**src/rtl/pong_engine.sv**
```systemverilog
// Pong game logic: ball, paddles, scores and game phase, all stepped on frame_tick.
// Geometry and speeds are parameters; signed 12-bit arithmetic keeps off-screen candidates exact.
module pong_engine #(
    parameter int H_VIDEO      = 640,
    parameter int V_VIDEO      = 480,
    parameter int SQ_W         = 16,
    parameter int PDL_W        = 12,
    parameter int PDL_H        = 96,
    parameter int PDL1_X       = 24,
    parameter int PDL2_X       = 604,
    parameter int BALL_VX      = 4,
    parameter int MAX_VY       = 6,
    parameter int HIT_SHIFT    = 3,
    parameter int PDL_STEP     = 6,
    parameter int CPU_STEP     = 4,
    parameter int MAX_SCORE    = 11,
    parameter int SERVE_FRAMES = 120,
    parameter int ARM_CYCLES   = 2_500_000
) (
    input  logic       clk_0,
    input  logic       rst,
    input  logic       frame_tick,
    input  logic       up_p1,
    input  logic       down_p1,
    input  logic       up_p2,
    input  logic       down_p2,
    input  logic       cpu_p2,
    output logic [9:0] ball_x,
    output logic [9:0] ball_y,
    output logic [9:0] pdl1_y,
    output logic [9:0] pdl2_y,
    output logic       ball_shown,
    output logic [3:0] score_p1,
    output logic [3:0] score_p2,
    output logic [1:0] phase,
    output logic       point_p1,
    output logic       point_p2
);
    typedef logic signed [11:0] s12_t;
    typedef enum logic [1:0] {STARTUP = 2'd0, SERVE = 2'd1, PLAY = 2'd2, OVER = 2'd3} phase_t;

    localparam logic [9:0] BALL_X0 = 10'(H_VIDEO / 2 - SQ_W / 2);
    localparam logic [9:0] BALL_Y0 = 10'(V_VIDEO / 2 - SQ_W / 2);
    localparam logic [9:0] PDL_Y0  = 10'((V_VIDEO - PDL_H) / 2);
    localparam s12_t C_VX    = s12_t'(BALL_VX);
    localparam s12_t C_SQ    = s12_t'(SQ_W);
    localparam s12_t C_HSQ   = s12_t'(SQ_W / 2);
    localparam s12_t C_PH    = s12_t'(PDL_H);
    localparam s12_t C_HPH   = s12_t'(PDL_H / 2);
    localparam s12_t C_PMAX  = s12_t'(V_VIDEO - PDL_H);
    localparam s12_t C_YMAX  = s12_t'(V_VIDEO - SQ_W);
    localparam s12_t C_XMAX  = s12_t'(H_VIDEO - SQ_W);
    localparam s12_t C_P1X   = s12_t'(PDL1_X);
    localparam s12_t C_P1R   = s12_t'(PDL1_X + PDL_W);
    localparam s12_t C_P2X   = s12_t'(PDL2_X);
    localparam s12_t C_P2R   = s12_t'(PDL2_X + PDL_W);
    localparam s12_t C_P2L   = s12_t'(PDL2_X - SQ_W);
    localparam s12_t C_MVY   = s12_t'(MAX_VY);
    localparam s12_t C_PSTEP = s12_t'(PDL_STEP);
    localparam s12_t C_CSTEP = s12_t'(CPU_STEP);
    localparam int ARM_W = $clog2(ARM_CYCLES + 1);
    localparam int SRV_W = $clog2(SERVE_FRAMES + 1);
    localparam logic [ARM_W-1:0] ARM_MAX   = ARM_W'(ARM_CYCLES);
    localparam logic [SRV_W-1:0] SRV_LAST  = SRV_W'(SERVE_FRAMES - 1);
    localparam logic [3:0]       SCORE_END = 4'(MAX_SCORE);

    function automatic s12_t ext(input logic [9:0] v);
        return s12_t'({2'b00, v});
    endfunction

    function automatic logic [9:0] clamp_pdl(input s12_t v);
        if (v[11]) return '0;
        if (v > C_PMAX) return C_PMAX[9:0];
        return v[9:0];
    endfunction

    function automatic logic [9:0] pdl_step(input logic [9:0] y, input logic up_n, input logic dn_n);
        if (!up_n && dn_n) return clamp_pdl(ext(y) - C_PSTEP);
        if (up_n && !dn_n) return clamp_pdl(ext(y) + C_PSTEP);
        return y;
    endfunction

    // Target is clamped first, so limiting the step to the remaining distance can never overshoot.
    function automatic logic [9:0] cpu_step(input logic [9:0] y, input logic [9:0] by);
        s12_t d, r;
        d = ext(clamp_pdl(ext(by) + C_HSQ - C_HPH)) - ext(y);
        if (d > C_CSTEP) d = C_CSTEP;
        else if (d < -C_CSTEP) d = -C_CSTEP;
        r = ext(y) + d;
        return r[9:0];
    endfunction

    // Returns {down, |vy|} from the ball-centre offset against the paddle centre.
    function automatic logic [10:0] deflect(input s12_t ny, input logic [9:0] py);
        s12_t off, mag;
        off = ny + C_HSQ - ext(py) - C_HPH;
        mag = off[11] ? -off : off;
        mag = mag >>> HIT_SHIFT;
        if (mag > C_MVY) mag = C_MVY;
        return {!off[11] && (off != '0), mag[9:0]};
    endfunction

    phase_t           state;
    logic             dir_r, vy_dn, released;
    logic [9:0]       vy_mag;
    logic [ARM_W-1:0] arm_cnt;
    logic [SRV_W-1:0] frame_cnt;

    s12_t       nx, ny;
    logic       ov1, ov2, hit_l, hit_r, miss_l, miss_r, nxt_dir, nxt_vy_dn, any_btn, all_high;
    logic [9:0] nxt_x, nxt_y, nxt_vy, nxt_pdl1, nxt_pdl2;
    logic [3:0] score_next;

    assign phase    = state;
    assign any_btn  = !(up_p1 && down_p1 && up_p2 && down_p2);
    assign all_high = up_p1 && down_p1 && up_p2 && down_p2;

    always_comb begin
        nxt_pdl1   = pdl_step(pdl1_y, up_p1, down_p1);
        nxt_pdl2   = cpu_p2 ? cpu_step(pdl2_y, ball_y) : pdl_step(pdl2_y, up_p2, down_p2);
        nx         = dir_r ? ext(ball_x) + C_VX : ext(ball_x) - C_VX;
        ny         = vy_dn ? ext(ball_y) + ext(vy_mag) : ext(ball_y) - ext(vy_mag);
        nxt_x      = nx[9:0];
        nxt_y      = ny[9:0];
        nxt_dir    = dir_r;
        nxt_vy     = vy_mag;
        nxt_vy_dn  = vy_dn;
        miss_l     = 1'b0;
        miss_r     = 1'b0;
        if (ny[11]) begin
            nxt_y     = '0;
            nxt_vy_dn = 1'b1;
        end else if (ny > C_YMAX) begin
            nxt_y     = C_YMAX[9:0];
            nxt_vy_dn = 1'b0;
        end
        ov1   = (ny + C_SQ > ext(pdl1_y)) && (ny < ext(pdl1_y) + C_PH);
        ov2   = (ny + C_SQ > ext(pdl2_y)) && (ny < ext(pdl2_y) + C_PH);
        hit_l = !dir_r && (nx <= C_P1R) && (nx + C_SQ > C_P1X) && ov1;
        hit_r = dir_r && (nx + C_SQ >= C_P2X) && (nx < C_P2R) && ov2;
        if (hit_l) begin
            nxt_x                 = C_P1R[9:0];
            nxt_dir               = 1'b1;
            {nxt_vy_dn, nxt_vy}   = deflect(ny, pdl1_y);
        end else if (hit_r) begin
            nxt_x                 = C_P2L[9:0];
            nxt_dir               = 1'b0;
            {nxt_vy_dn, nxt_vy}   = deflect(ny, pdl2_y);
        end else if (!dir_r && (ext(ball_x) < C_VX)) begin
            miss_l = 1'b1;
        end else if (dir_r && (nx > C_XMAX)) begin
            miss_r = 1'b1;
        end
        score_next = miss_r ? score_p1 + 4'd1 : score_p2 + 4'd1;
    end

    always_ff @(posedge clk_0 or negedge rst) begin
        if (!rst) begin
            state      <= STARTUP;
            ball_x     <= BALL_X0;
            ball_y     <= BALL_Y0;
            pdl1_y     <= PDL_Y0;
            pdl2_y     <= PDL_Y0;
            ball_shown <= 1'b0;
            score_p1   <= '0;
            score_p2   <= '0;
            point_p1   <= 1'b0;
            point_p2   <= 1'b0;
            dir_r      <= 1'b0;
            vy_mag     <= '0;
            vy_dn      <= 1'b0;
            arm_cnt    <= '0;
            frame_cnt  <= '0;
            released   <= 1'b0;
        end else begin
            point_p1 <= 1'b0;
            point_p2 <= 1'b0;
            case (state)
                STARTUP: begin
                    if (arm_cnt != ARM_MAX) begin
                        arm_cnt <= arm_cnt + ARM_W'(1);
                    end else if (any_btn) begin
                        state     <= SERVE;
                        frame_cnt <= '0;
                    end
                end
                SERVE: begin
                    if (frame_tick) begin
                        pdl1_y <= nxt_pdl1;
                        pdl2_y <= nxt_pdl2;
                        if (frame_cnt == SRV_LAST) begin
                            state      <= PLAY;
                            ball_shown <= 1'b1;
                            frame_cnt  <= '0;
                        end else begin
                            frame_cnt <= frame_cnt + SRV_W'(1);
                        end
                    end
                end
                PLAY: begin
                    if (frame_tick) begin
                        pdl1_y <= nxt_pdl1;
                        pdl2_y <= nxt_pdl2;
                        if (miss_l || miss_r) begin
                            ball_x     <= BALL_X0;
                            ball_y     <= BALL_Y0;
                            ball_shown <= 1'b0;
                            vy_mag     <= '0;
                            vy_dn      <= 1'b0;
                            dir_r      <= miss_r;
                            frame_cnt  <= '0;
                            if (miss_r) begin
                                point_p1 <= 1'b1;
                                score_p1 <= score_next;
                            end else begin
                                point_p2 <= 1'b1;
                                score_p2 <= score_next;
                            end
                            state <= (score_next == SCORE_END) ? OVER : SERVE;
                        end else begin
                            ball_x <= nxt_x;
                            ball_y <= nxt_y;
                            dir_r  <= nxt_dir;
                            vy_mag <= nxt_vy;
                            vy_dn  <= nxt_vy_dn;
                        end
                    end
                end
                OVER: begin
                    if (!released) begin
                        released <= all_high;
                    end else if (any_btn) begin
                        state    <= STARTUP;
                        score_p1 <= '0;
                        score_p2 <= '0;
                        arm_cnt  <= '0;
                        released <= 1'b0;
                        pdl1_y   <= PDL_Y0;
                        pdl2_y   <= PDL_Y0;
                    end
                end
            endcase
        end
    end
endmodule

```
**config.mk**
```make
export PLATFORM = sky130hd
export DESIGN_NAME = pong_engine
export DESIGN_NICKNAME = d
export VERILOG_FILES = /design/src/rtl/pong_engine.sv
export SDC_FILE = /design/constraint.sdc
export NUM_CORES = 1
export LEC_CHECK = 0
export BUFFER_PORTS_ARGS = -buffer_cell sky130_fd_sc_hd__buf_2
export CAP_MARGIN = 0
export CORE_ASPECT_RATIO = 2
export CORE_MARGIN = 5
export CORE_UTILIZATION = 45
export DETAILED_ROUTE_END_ITERATION = 8
export PLACE_DENSITY = 0.61
export SETUP_SLACK_MARGIN = 0.4
export SYNTH_ARGS = -nofsm -noshare
export SYNTH_HDL_FRONTEND = slang
export SYNTH_SLANG_ARGS = --single-unit
```
**constraint.sdc**
```tcl
create_clock -name clk_0 -period 6.45 [get_ports clk_0]
set_input_delay 1.29 -clock clk_0 [delete_from_list [all_inputs] [get_ports clk_0]]
set_output_delay 1.29 -clock clk_0 [all_outputs]
set_load 0.01 [all_outputs]
```
==> out/qor.tcl <==
set qor(synthesized_area_divided_by_synthesized_cell_count_sq_um) 7.82
set qor(yosysSeqAreaShare_pct) 20.8
set qor(clock-skew-final_ns) 0.0110
set qor(layout_min_cycle_time_ns) 6.00
set qor(synth_simple_gate_area_share_pct) 21.7
set qor(vias) 11100
set qor(achievable-frequency_ghz) 0.167
set qor(total_die_area_sq_um) 28200
set qor(timing.max_slew.rel_slack_pct) 34.8
set qor(r2r.worst_path.cells) 29
set qor(postSynthCellCount) 1424
set qor(cts_sink_count) 92
set qor(grt_max_degree) 53
set qor(grt_pass1_wl_um) 57500
set qor(worstPathRequired_ns) 6.72
set qor(number_of_enable_type_register_cells_in_the_synthesized_netlist) 0
set qor(synth_adder_area_share_pct) 17.9
set qor(yosys.area.top_type_share_pct) 18.0
set qor(path_depth) 29
set qor(fin_cells) 1845
set qor(post_route_cells_drive_above_1_share_pct) 16.9
set qor(std_cell_rows) 81
set qor(worstPathArrival_ns) 6.27
set qor(synthTopCellsByArea) {sky130_fd_sc_hd__dfrtp_1 (18%), sky130_fd_sc_hd__ha_1 (16%), sky130_fd_sc_hd__o21ai_0 (4.4%)}
set qor(synthArstFlopShare_pct) 100
set qor(dp_slack_ns) -0.154
set qor(crit_top_cell) {sky130_fd_sc_hd__inv_2}
set qor(hold_buffers) 0
set qor(ffs_latches_synth) 92
set qor(starting_density_pct) 45.6
set qor(clk_path_buf_depth) 2
set qor(floorplan.io_pins) 61
set qor(dr.first_iter.drc_count) 682
set qor(clock-root-buffer) {sky130_fd_sc_hd__clkbuf_16}
set qor(synth_xor_xnor_area_share_pct) 7.16
set qor(place_hpwl_um) 29800
set qor(min_period_over_period_pct) 93.1
set qor(hold_ws_ns) 0.493
set qor(route.detailed.wl_per_inst_um) 20.3
set qor(synth_compound_gate_area_share_pct) 24.3
set qor(synth_mux_area_share_pct) 1.73
set qor(buf_inv_on_cp) 4
set qor(port-buffer-count) 58
set qor(drv_slew) 0
set qor(synth_top_area_cell) {sky130_fd_sc_hd__dfrtp_1}
set qor(layout.filler_cells) 2363
set qor(post_detailed_route_count_of_antenna_violating_nets) 0
set qor(largest_stage_delay_on_the_critical_path_ns) 0.45
set qor(design.final.nets) 1669
set qor(placeableCoreArea_sq_um) 24400
set qor(grt_overflow_total) 0
set qor(critPathKind) {register to register}
set qor(final_estimated_routing_congestion_in_global_placement) 0.969
set qor(cpLargestDelayFamily) {simple AND/OR/NAND/NOR gates}
set qor(timing.reg2reg.setup_slack_ns) 0.45
set qor(seqCellArea_sq_um) 2320
set qor(clock_tree_from_tritoncts) {yes}
set qor(syn-cell-area_sq_um) 11100
set qor(hold_path.class) {register to register}
set qor(antennaDiodeCount) 0
set qor(floorplan.die.width_um) 121
set qor(multi_input_area_sq_um) 8500
set qor(cts_max_level) 3
set qor(ys.flop_type) {sky130_fd_sc_hd__dfrtp_1}
set qor(track_usage_pct) 26.3
set qor(post_synth_num_cell_types) 86
set qor(synth_top_family_by_area) {compound AO/OA/AOI/OAI gates}
set qor(area_growth_synth_to_finish_pct) 15.0
set qor(route.detailed.vias_per_inst) 5.99
set qor(tritoncts.num_buffers) 9
set qor(detailedRoute.firstPassIterationCount) 8
set qor(outcome) {finished, final reports clean}
set qor(drt-total-wl_um) 37400
set qor(yosys.cell_count.top_type) {sky130_fd_sc_hd__ha_1}
set qor(insertion_delay_ns) 0.38
set qor(hold_viol_final) 0
set qor(setup-violations-final) 0
set qor(crit_path_top_delay_cell) {sky130_fd_sc_hd__a2111o_1}
set qor(crit_path_start_kind) {register}
set qor(yosys_warnings) 0
set qor(critical_path.max_fanout) 5
set qor(layout.core_utilization_pct) 52.4
set qor(fp.dieH_um) 232
set qor(clk_transition_reported_paths_ns) 0.07
set qor(max_cap_violations) 0
set qor(grt_setup_unrepaired) {true}
set qor(synthTopCellsByCount) {sky130_fd_sc_hd__ha_1 (143), sky130_fd_sc_hd__nor2_1 (131), sky130_fd_sc_hd__nand2_1 (126), sky130_fd_sc_hd__inv_1 (123), sky130_fd_sc_hd__o21ai_0 (99)}
set qor(drc) 0
set qor(post-place-cells) 1811
set qor(grt_pass1_vias) 11000
set qor(timing_worst_slew_pin_value_ns) 0.968
set qor(hold_path_depth) 2
set qor(setup_slack_ns) 0.447
set qor(initial_antenna_violation_count) 0
set qor(end_kind) {register}
==> layout by cell type, fill, tap and decap left out, types with 35 or more instances in the layout <==
master                    Yosys  routed
sky130_fd_sc_hd__ha_1       143     133
sky130_fd_sc_hd__nor2_1     131     127
sky130_fd_sc_hd__nand2_1    126     122
sky130_fd_sc_hd__inv_1      123     119
sky130_fd_sc_hd__o21ai_0     99      83
sky130_fd_sc_hd__dfrtp_1     80      78
sky130_fd_sc_hd__a21oi_1     76      69
sky130_fd_sc_hd__buf_4        2      64
sky130_fd_sc_hd__buf_2        7      57
sky130_fd_sc_hd__xnor2_1     48      46
sky130_fd_sc_hd__xor2_1      43      40
sky130_fd_sc_hd__nor3_1      35      35
==> metal layers <==
layer  GRT usage (%)  routed length (um)  up-vias
li1                -                   -     5294
met1            24.1               12600     5309
met2            49.7               20200      294
met3            3.75                1190      156
met4            21.8                3440        0
met5               0                   0        -
==> layout make-up <==
| class | instances | area share [%] |
|---|---|---|
| Multi-Input combinational cell | 1156 | 66.4 |
| Sequential cell | 92 | 18.1 |
| Timing Repair Buffer | 122 | 6.07 |
| Inverter | 127 | 3.73 |
| Tap cell | 332 | 3.24 |
| Clock buffer | 12 | 2.00 |
| Clock inverter | 4 | 0.450 |
==> stage by stage <==
stage / instance area [sq um] / TNS (ns)
2_1_floorplan: 11100 / 0
3_3_place_gp: 12000 / 0
3_5_place_dp: 12000 / -0.154
4_1_cts: 12400 / 0
5_1_grt: 12800 / 0
6_report: 12800 / 0
==> registers in the layout (all words and copies together), names as in the netlist <==
signal	flops
point_p1	1
point_p2	1
ball_x	8
ball_y	10
pdl2_y	10
vy_mag	9
score_p1	4
released	1
phase	2
vy_dn	1
dir_r	1
pdl1_y	10
ball_shown	1
arm_cnt	22
score_p2	4
frame_cnt	7
==> repair_timing <==
action / in CTS / in global routing
setup buffers: 6 / 12
resized for setup: 37 / 74
pin swaps: 16 / 50
cloned: 0 / 0
endpoints found under the setup margin: 7 / 9
==> cells by family (layout without fill, tap and decap cells) <==
family	count (synthesis)	after routing
xor+xnor	91	91
mux	18	18
flops	92	92
buf+inv	178	265
other cells	1	3
compound gates	402	402
simple gates	489	489
fa+ha+maj	153	153
==> path summary, 6_finish.rpt <==
kind | startpoint | end
max in group asynchronous | rst | ball_y[1]
worst max register to register | ball_y[0] | vy_mag[1]
min in group asynchronous | rst | pdl1_y[4]
worst min-delay path | released | released
worst min register to register | released | released
worst max-delay path | ball_y[0] | vy_mag[1]
==> tightest hold or removal path, stage by stage (launching register included) <==
cell,delay [ns]
sky130_fd_sc_hd__dfrtp_1,0.35
sky130_fd_sc_hd__nand2_1,0.05
sky130_fd_sc_hd__o21ai_0,0.06
Power is left out: the tool's default activity adds up to more than one toggle a clock period on the data nets, which glitch-free logic cannot reach.
